<file path="config.mk">
export PLATFORM = sky130hd
export DESIGN_NAME = line_clear_scorer
export DESIGN_NICKNAME = d
export VERILOG_FILES = /design/src/rtl/line_clear_scorer.sv
export SDC_FILE = /design/constraint.sdc
export NUM_CORES = 2
export LEC_CHECK = 0
export CAP_MARGIN = 0
export CORE_UTILIZATION = 50
export DETAILED_ROUTE_END_ITERATION = 8
export HOLD_SLACK_MARGIN = 0.05
export PLACE_DENSITY = 0.75
export SETUP_SLACK_MARGIN = 0.5
export SLEW_MARGIN = 40
export SYNTH_ARGS = -nofsm -noshare
export SYNTH_HDL_FRONTEND = slang
export SYNTH_SLANG_ARGS = --single-unit
</file>
<file path="constraint.sdc">
create_clock -name clk -period 48.6 [get_ports clk]
set_clock_uncertainty 0.1 [all_clocks]
set_input_delay 14.58 -clock clk [delete_from_list [all_inputs] [get_ports clk]]
set_output_delay 14.58 -clock clk [all_outputs]
set_load 0.005 [all_outputs]
</file>
<file path="src/rtl/line_clear_scorer.sv">
// Removes full rows from a settled playfield, compacts survivors downward, accumulates score.
// Latency ROWS+1+cleared_rows edges from start to done; start ignored while busy (no queueing).
// No downstream backpressure: results are held on the outputs until the next operation's SCORE edge.
module line_clear_scorer #(
    parameter int ROWS    = 22,
    parameter int COLS    = 10,
    parameter int SCORE_W = 8
) (
    input  logic                           clk,
    input  logic                           rst,
    input  logic                           start,
    input  logic [ROWS-1:0][COLS-1:0]      grid_in,
    input  logic                           clear_score,
    output logic [ROWS-1:0][COLS-1:0]      grid_out,
    output logic                           busy,
    output logic                           done,
    output logic [4:0]                     lines_last,
    output logic [7:0]                     lines_total,
    output logic [SCORE_W-1:0]             score
);

    localparam int PTR_W = $clog2(ROWS);
    localparam logic [PTR_W-1:0] LAST_ROW = PTR_W'(ROWS - 1);
    localparam logic [SCORE_W-1:0] SCORE_MAX = {SCORE_W{1'b1}};

    typedef enum logic [2:0] {
        S_IDLE,
        S_SCAN,
        S_FILL,
        S_SCORE,
        S_DONE
    } state_t;

    state_t state, state_nxt;

    logic [ROWS-1:0][COLS-1:0] src;
    logic [ROWS-1:0][COLS-1:0] dst;
    logic [PTR_W-1:0]          rd;
    logic [PTR_W-1:0]          wr;
    logic [4:0]                cnt;

    logic                      row_full;
    logic [4:0]                cnt_scan;
    logic [SCORE_W:0]          score_sum;
    logic [8:0]                total_sum;

    function automatic logic [3:0] pts(input logic [4:0] n);
        logic [3:0] p;
        case (n)
            5'd0:    p = 4'd0;
            5'd1:    p = 4'd1;
            5'd2:    p = 4'd3;
            5'd3:    p = 4'd5;
            default: p = 4'd8;
        endcase
        return p;
    endfunction

    assign row_full  = &src[rd];
    // Count including the row under inspection, so the last SCAN cycle can pick FILL vs SCORE.
    assign cnt_scan  = cnt + {4'd0, row_full};
    assign score_sum = {1'b0, score} + (SCORE_W + 1)'(pts(cnt));
    assign total_sum = {1'b0, lines_total} + {4'd0, cnt};

    assign busy = (state != S_IDLE);
    assign done = (state == S_DONE);

    always_ff @(posedge clk or posedge rst) begin
        if (rst) begin
            state <= S_IDLE;
        end else begin
            state <= state_nxt;
        end
    end

    always_comb begin
        state_nxt = state;
        case (state)
            S_IDLE: begin
                if (start) begin
                    state_nxt = S_SCAN;
                end
            end
            S_SCAN: begin
                if (rd == '0) begin
                    state_nxt = (cnt_scan != 5'd0) ? S_FILL : S_SCORE;
                end
            end
            S_FILL: begin
                // Fill rows cnt-1..0; the write pointer reaching row 0 marks the last one.
                if (wr == '0) begin
                    state_nxt = S_SCORE;
                end
            end
            S_SCORE: state_nxt = S_DONE;
            S_DONE:  state_nxt = S_IDLE;
            default: state_nxt = S_IDLE;
        endcase
    end

    always_ff @(posedge clk or posedge rst) begin
        if (rst) begin
            src         <= '0;
            dst         <= '0;
            rd          <= '0;
            wr          <= '0;
            cnt         <= '0;
            grid_out    <= '0;
            lines_last  <= '0;
            lines_total <= '0;
            score       <= '0;
        end else begin
            case (state)
                S_IDLE: begin
                    if (clear_score) begin
                        score       <= '0;
                        lines_total <= '0;
                    end
                    if (start) begin
                        src <= grid_in;
                        rd  <= LAST_ROW;
                        wr  <= LAST_ROW;
                        cnt <= '0;
                    end
                end
                S_SCAN: begin
                    if (row_full) begin
                        cnt <= cnt + 5'd1;
                    end else begin
                        dst[wr] <= src[rd];
                        wr      <= wr - 1'b1;
                    end
                    if (rd != '0) begin
                        rd <= rd - 1'b1;
                    end
                end
                S_FILL: begin
                    dst[wr] <= '0;
                    if (wr != '0) begin
                        wr <= wr - 1'b1;
                    end
                end
                S_SCORE: begin
                    grid_out    <= dst;
                    lines_last  <= cnt;
                    lines_total <= total_sum[8] ? 8'hFF : total_sum[7:0];
                    score       <= score_sum[SCORE_W] ? SCORE_MAX : score_sum[SCORE_W-1:0];
                end
                default: begin
                end
            endcase
        end
    end

endmodule

</file>
==> results_tabular.tex <==
\begin{tabular}{lr}
\hline
Metric & Value \\
\hline
\multicolumn{2}{l}{\textbf{Run status}} \\
Outcome & finished, final reports clean \\
\multicolumn{2}{l}{\textbf{CTS}} \\
Buffer depth of the longest clock path & 3 \\
H-Tree Depth & 3 \\
Post-cts repair resize count & 0 \\
TritonCTS clock tree & yes \\
Post-CTS Hold Fix Bufs & 0 \\
Root Buffer & sky130\_fd\_sc\_hd\_\_clkbuf\_16 \\
Clock latency reported for the late side of the worst-skew pair & 610 ps \\
Num CTS Buffers & 71 \\
Num Clock Sinks & 699 \\
Worst-path clk slew & 60 ps \\
Setup repair bufs after CTS & 0 \\
\multicolumn{2}{l}{\textbf{Floorplanning}} \\
Horizontal die dimension & 241 um \\
Vertical extent of the die & 241 um \\
Number of rows created at floorplan & 87 \\
Die Outline Area & 58300 um2 \\
Ports & 467 \\
Initial Util & 0.507 \\
Placeable core region & 56500 um2 \\
\multicolumn{2}{l}{\textbf{Final layout}} \\
Post-layout utilization of the core & 0.647 \\
Sequential cell area & 17500 um2 \\
Fraction of final layout cells with drive strength greater than 1 & 0.0606 \\
Multi-input gate area & 10500 um2 \\
Area overhead of the layout relative to synthesis & 27.5\% \\
Number of nets in the layout & 3556 \\
Filler Cells Inserted & 4328 \\
Final std cell area, no fill & 36600 um2 \\
Number of non-filler instances in the completed layout & 4121 \\
\multicolumn{2}{l}{\textbf{Min path}} \\
Worst min-delay path class & reg2reg \\
Hold-critical path depth & 2 \\
Worst-case hold path end point & grid\_out[198] \\
Worst hold path startpoint & dst[198] \\
\multicolumn{2}{l}{\textbf{Worst setup path}} \\
Critical R2R Capture & dst[171] \\
Data arrival time of the worst path & 17200 ps \\
R2r startpoint & rd[0] \\
CP startpoint kind & primary input \\
Flop2flop setup slack & 43820 ps \\
Path type of the worst setup path & in2reg \\
Cell at the slowest stage of the critical path & sky130\_fd\_sc\_hd\_\_clkdlybuf4s50\_1 \\
Max Fanout on Critical Path & 113 \\
Cell occurring most often along the worst timing path & sky130\_fd\_sc\_hd\_\_buf\_6 \\
Critical path cell sequence & clkdlybuf4s50\_1, and2\_4, buf\_6, buf\_6, o21ai\_0, o31ai\_1 \\
Kind of end point of the critical path & flop \\
Worst r2r path cells & 9 \\
Slowest stage delay, CP & 630 ps \\
Critical path data required time & 49000 ps \\
\multicolumn{2}{l}{\textbf{Placed design}} \\
Placed inst area & 34100 um2 \\
Routability cong. & 0.878 \\
DP Cell Count & 3990 \\
\# port buffers & 466 \\
Setup slack at placement & 30910 ps \\
HPWL after detailed placement & 54700 um \\
\multicolumn{2}{l}{\textbf{STA}} \\
Final period utilization & 0.346 \\
Worst hold margin & 369 ps \\
Highest Clock Rate & 59.5 MHz \\
Slew at the pin closest to its max-slew limit & 891 ps \\
RSZ-0062 raised after global routing & no \\
Smallest setup slack after layout & 31800 ps \\
Fin. Hold Viols & 0 \\
Relative slew margins & 0.405 \\
Final total negative setup slack & 0 ps \\
Setup-violating endpoint count in the final report & 0 \\
Max Transition Viols Final & 0 \\
Time the final worst path needs with I/O delays and setup & 16800 ps \\
\multicolumn{2}{l}{\textbf{Synthesis}} \\
Number of synthesized flops with an enable pin & 0 \\
Avg Inst Size Synth & 9.83 um2 \\
Synthesized net count & 3165 \\
Yosys synthesis warning count & 0 \\
Share of synthesized area occupied by flip-flops and latches & 0.610 \\
Summed instance area of the synthesized netlist & 28700 um2 \\
Syn Inst Count & 2917 \\
Count of distinct cell types in the synthesized netlist & 57 \\
Flops \& latches, synth & 699 \\
Most common flop cell mapped by yosys & sky130\_fd\_sc\_hd\_\_dfrtp\_1 \\
Share of async-settable or async-resettable flops after synthesis & 1.00 \\
\multicolumn{2}{l}{\textbf{Power and ir drop}} \\
Sequential fraction of design power & 0.494 \\
Cell-internal power & 0.932 mW \\
Sw Pwr & 0.246 mW \\
Power density over the cells & 32.2 nW/um2 \\
Switching share of power & 0.209 \\
Gate power share & 0.027 \\
Static Leakage & 18.3 nW \\
Worst-case vdd ir drop & 0.0000276 V \\
Clock share of power & 0.479 \\
Power, Total & 1.18 mW \\
\multicolumn{2}{l}{\textbf{Drt}} \\
Average wire per standard cell & 19.8 um \\
Number of design-rule violations left by the first detailed-router iteration & 1935 \\
Vias per inst & 5.51 \\
Vias after detailed routing & 22693 \\
Post-route DRC & 0 \\
First drt pass iteration count & 6 \\
Detail Route Antenna Nets & 0 \\
Wirelength, routed & 81400 um \\
\multicolumn{2}{l}{\textbf{Global routing}} \\
Antenna violations before repair & 2 \\
Maximum number of pins on one net before global-route repair & 162 \\
Vias in the first global route & 22384 \\
Global-route wire length before repair & 125000 um \\
Global-route congestion overflow total & 0 \\
Total routing usage reported by global routing & 0.280 \\
\multicolumn{2}{l}{\textbf{Flow run}} \\
Max-cap violation count & 0 \\
\hline
\end{tabular}
[registers in the layout (all words and copies together) (netlist names)]
| signal | count |
|---|---|
| dst | 220 |
| wr | 5 |
| lines_last | 5 |
| cnt | 5 |
| rd | 5 |
| lines_total | 8 |
| state | 3 |
| score | 8 |
| grid_out | 220 |
| src | 220 |
[synthesized netlist by cell type (2+ instances only)]
library cell / number / area (um2)
sky130_fd_sc_hd__o31ai_1: 6 / 45.0
sky130_fd_sc_hd__o21bai_1: 3 / 22.5
sky130_fd_sc_hd__nand2b_1: 11 / 68.8
sky130_fd_sc_hd__ha_1: 22 / 275
sky130_fd_sc_hd__mux2_2: 5 / 56.3
sky130_fd_sc_hd__a21o_1: 3 / 22.5
sky130_fd_sc_hd__a21oi_1: 28 / 140
sky130_fd_sc_hd__o41ai_1: 2 / 17.5
sky130_fd_sc_hd__nor2b_1: 13 / 81.3
sky130_fd_sc_hd__and3_1: 4 / 25.0
sky130_fd_sc_hd__nor4_1: 2 / 12.5
sky130_fd_sc_hd__buf_4: 5 / 37.5
sky130_fd_sc_hd__clkbuf_1: 134 / 503
sky130_fd_sc_hd__mux4_2: 21 / 473
sky130_fd_sc_hd__xnor2_1: 6 / 52.6
sky130_fd_sc_hd__a221oi_1: 3 / 26.3
sky130_fd_sc_hd__nand3_1: 26 / 130
sky130_fd_sc_hd__a22oi_1: 20 / 150
sky130_fd_sc_hd__a31oi_1: 5 / 31.3
sky130_fd_sc_hd__nand4_1: 2 / 12.5
sky130_fd_sc_hd__inv_1: 21 / 78.8
sky130_fd_sc_hd__nor3_1: 10 / 50.1
sky130_fd_sc_hd__fa_1: 2 / 40.0
sky130_fd_sc_hd__o21ai_0: 33 / 165
sky130_fd_sc_hd__buf_2: 27 / 135
sky130_fd_sc_hd__o31a_1: 2 / 17.5
sky130_fd_sc_hd__o22ai_1: 7 / 43.8
sky130_fd_sc_hd__buf_6: 3 / 33.8
sky130_fd_sc_hd__buf_1: 8 / 30.0
sky130_fd_sc_hd__mux2i_1: 67 / 671
sky130_fd_sc_hd__and2_1: 5 / 31.3
sky130_fd_sc_hd__or3_1: 3 / 18.8
sky130_fd_sc_hd__nor2_1: 50 / 188
sky130_fd_sc_hd__o2bb2ai_1: 9 / 78.8
sky130_fd_sc_hd__nand2_1: 1408 / 5290
sky130_fd_sc_hd__dfrtp_1: 699 / 17500
sky130_fd_sc_hd__nor3b_1: 3 / 22.5
sky130_fd_sc_hd__nand3b_1: 5 / 37.5
sky130_fd_sc_hd__a22o_1: 216 / 1890
[cell families (layout without fill, tap and decap cells)]
| logic type | Yosys count | count (layout) | share of synthesized area |
|---|---|---|---|
| simple gates | 1548 | 1548 | 0.210 |
| compound gates | 346 | 346 | 0.0954 |
| fa+ha+maj | 24 | 24 | 0.0110 |
| mux | 94 | 94 | 0.0423 |
| flops | 699 | 699 | 0.610 |
| xor+xnor | 7 | 7 | 0.00214 |
| buf+inv | 199 | 646 | 0.0287 |
| other cells | 0 | 1 | 0 |
[placed cells by master (no fill, tap or decap), drive strengths merged, types with 4 or more instances in the layout]
cell	instances
mux4	21
clkinv	14
inv	26
o31ai	6
a31oi	5
a22oi	20
nand2b	12
dfrtp	699
nand3b	5
and2	5
a22o	216
nand2	1408
ha	22
mux2	6
bufinv	6
nor2	50
and3	4
nor3	11
nor2b	13
a21oi	28
o21ai	34
nand3	26
a221oi	4
clkbuf	105
o2bb2ai	9
xnor2	6
buf	27
mux2i	67
clkdlybuf4s50	466
o22ai	7
[per-layer routing]
layer,global-route usage,routed length [um],vias up
li1,-,-,10377
met1,0.374,33200,11182
met2,0.462,39400,982
met3,0.0410,5870,150
met4,0.111,2880,2
met5,0,14,-
[final cells by class]
| class | instances | area share |
|---|---|---|
| sequential | 699 | 0.479 |
| multi-input combinational | 2019 | 0.287 |
| timing repair buffer | 495 | 0.139 |
| clock buffer | 103 | 0.0571 |
| tap | 756 | 0.0259 |
| clock inverter | 26 | 0.00945 |
| inverter | 22 | 0.00291 |
| antenna | 1 | 0.0000685 |
[worst max path at each step]
| stage | startpoint | to | slack (ps) | depth (start not counted) |
|---|---|---|---|---|
| 6_report | start | rd[1] | 31800 | 6 |
| 5_1_grt | rst | dst[37] | 31510 | 5 |
| 4_1_cts | start | rd[1] | 31550 | 6 |
| 3_5_place_dp | rst | grid_out[40] | 30910 | 5 |
| 3_3_place_gp | rst | src[145] | 30700 | 4 |
| 2_1_floorplan | rst | cnt[0] | 14320 | 1 |
[power groups by stage]
stage	Clock (mW)	Combinational, mW	Sequential, mW
floorplan	0	0.00862	0.593
global placement	0	0.0321	0.593
detailed placement	0	0.0325	0.593
CTS	0.574	0.0326	0.582
global route	0.597	0.0352	0.582
finish	0.565	0.0320	0.582
[worst max-delay path: cells and delay by family]
family / cells / cell delay [ps]
simple gates: 1 / 350
buf+inv: 3 / 1860
compound gates: 2 / 330
Power figures use the tool's default switching activity.
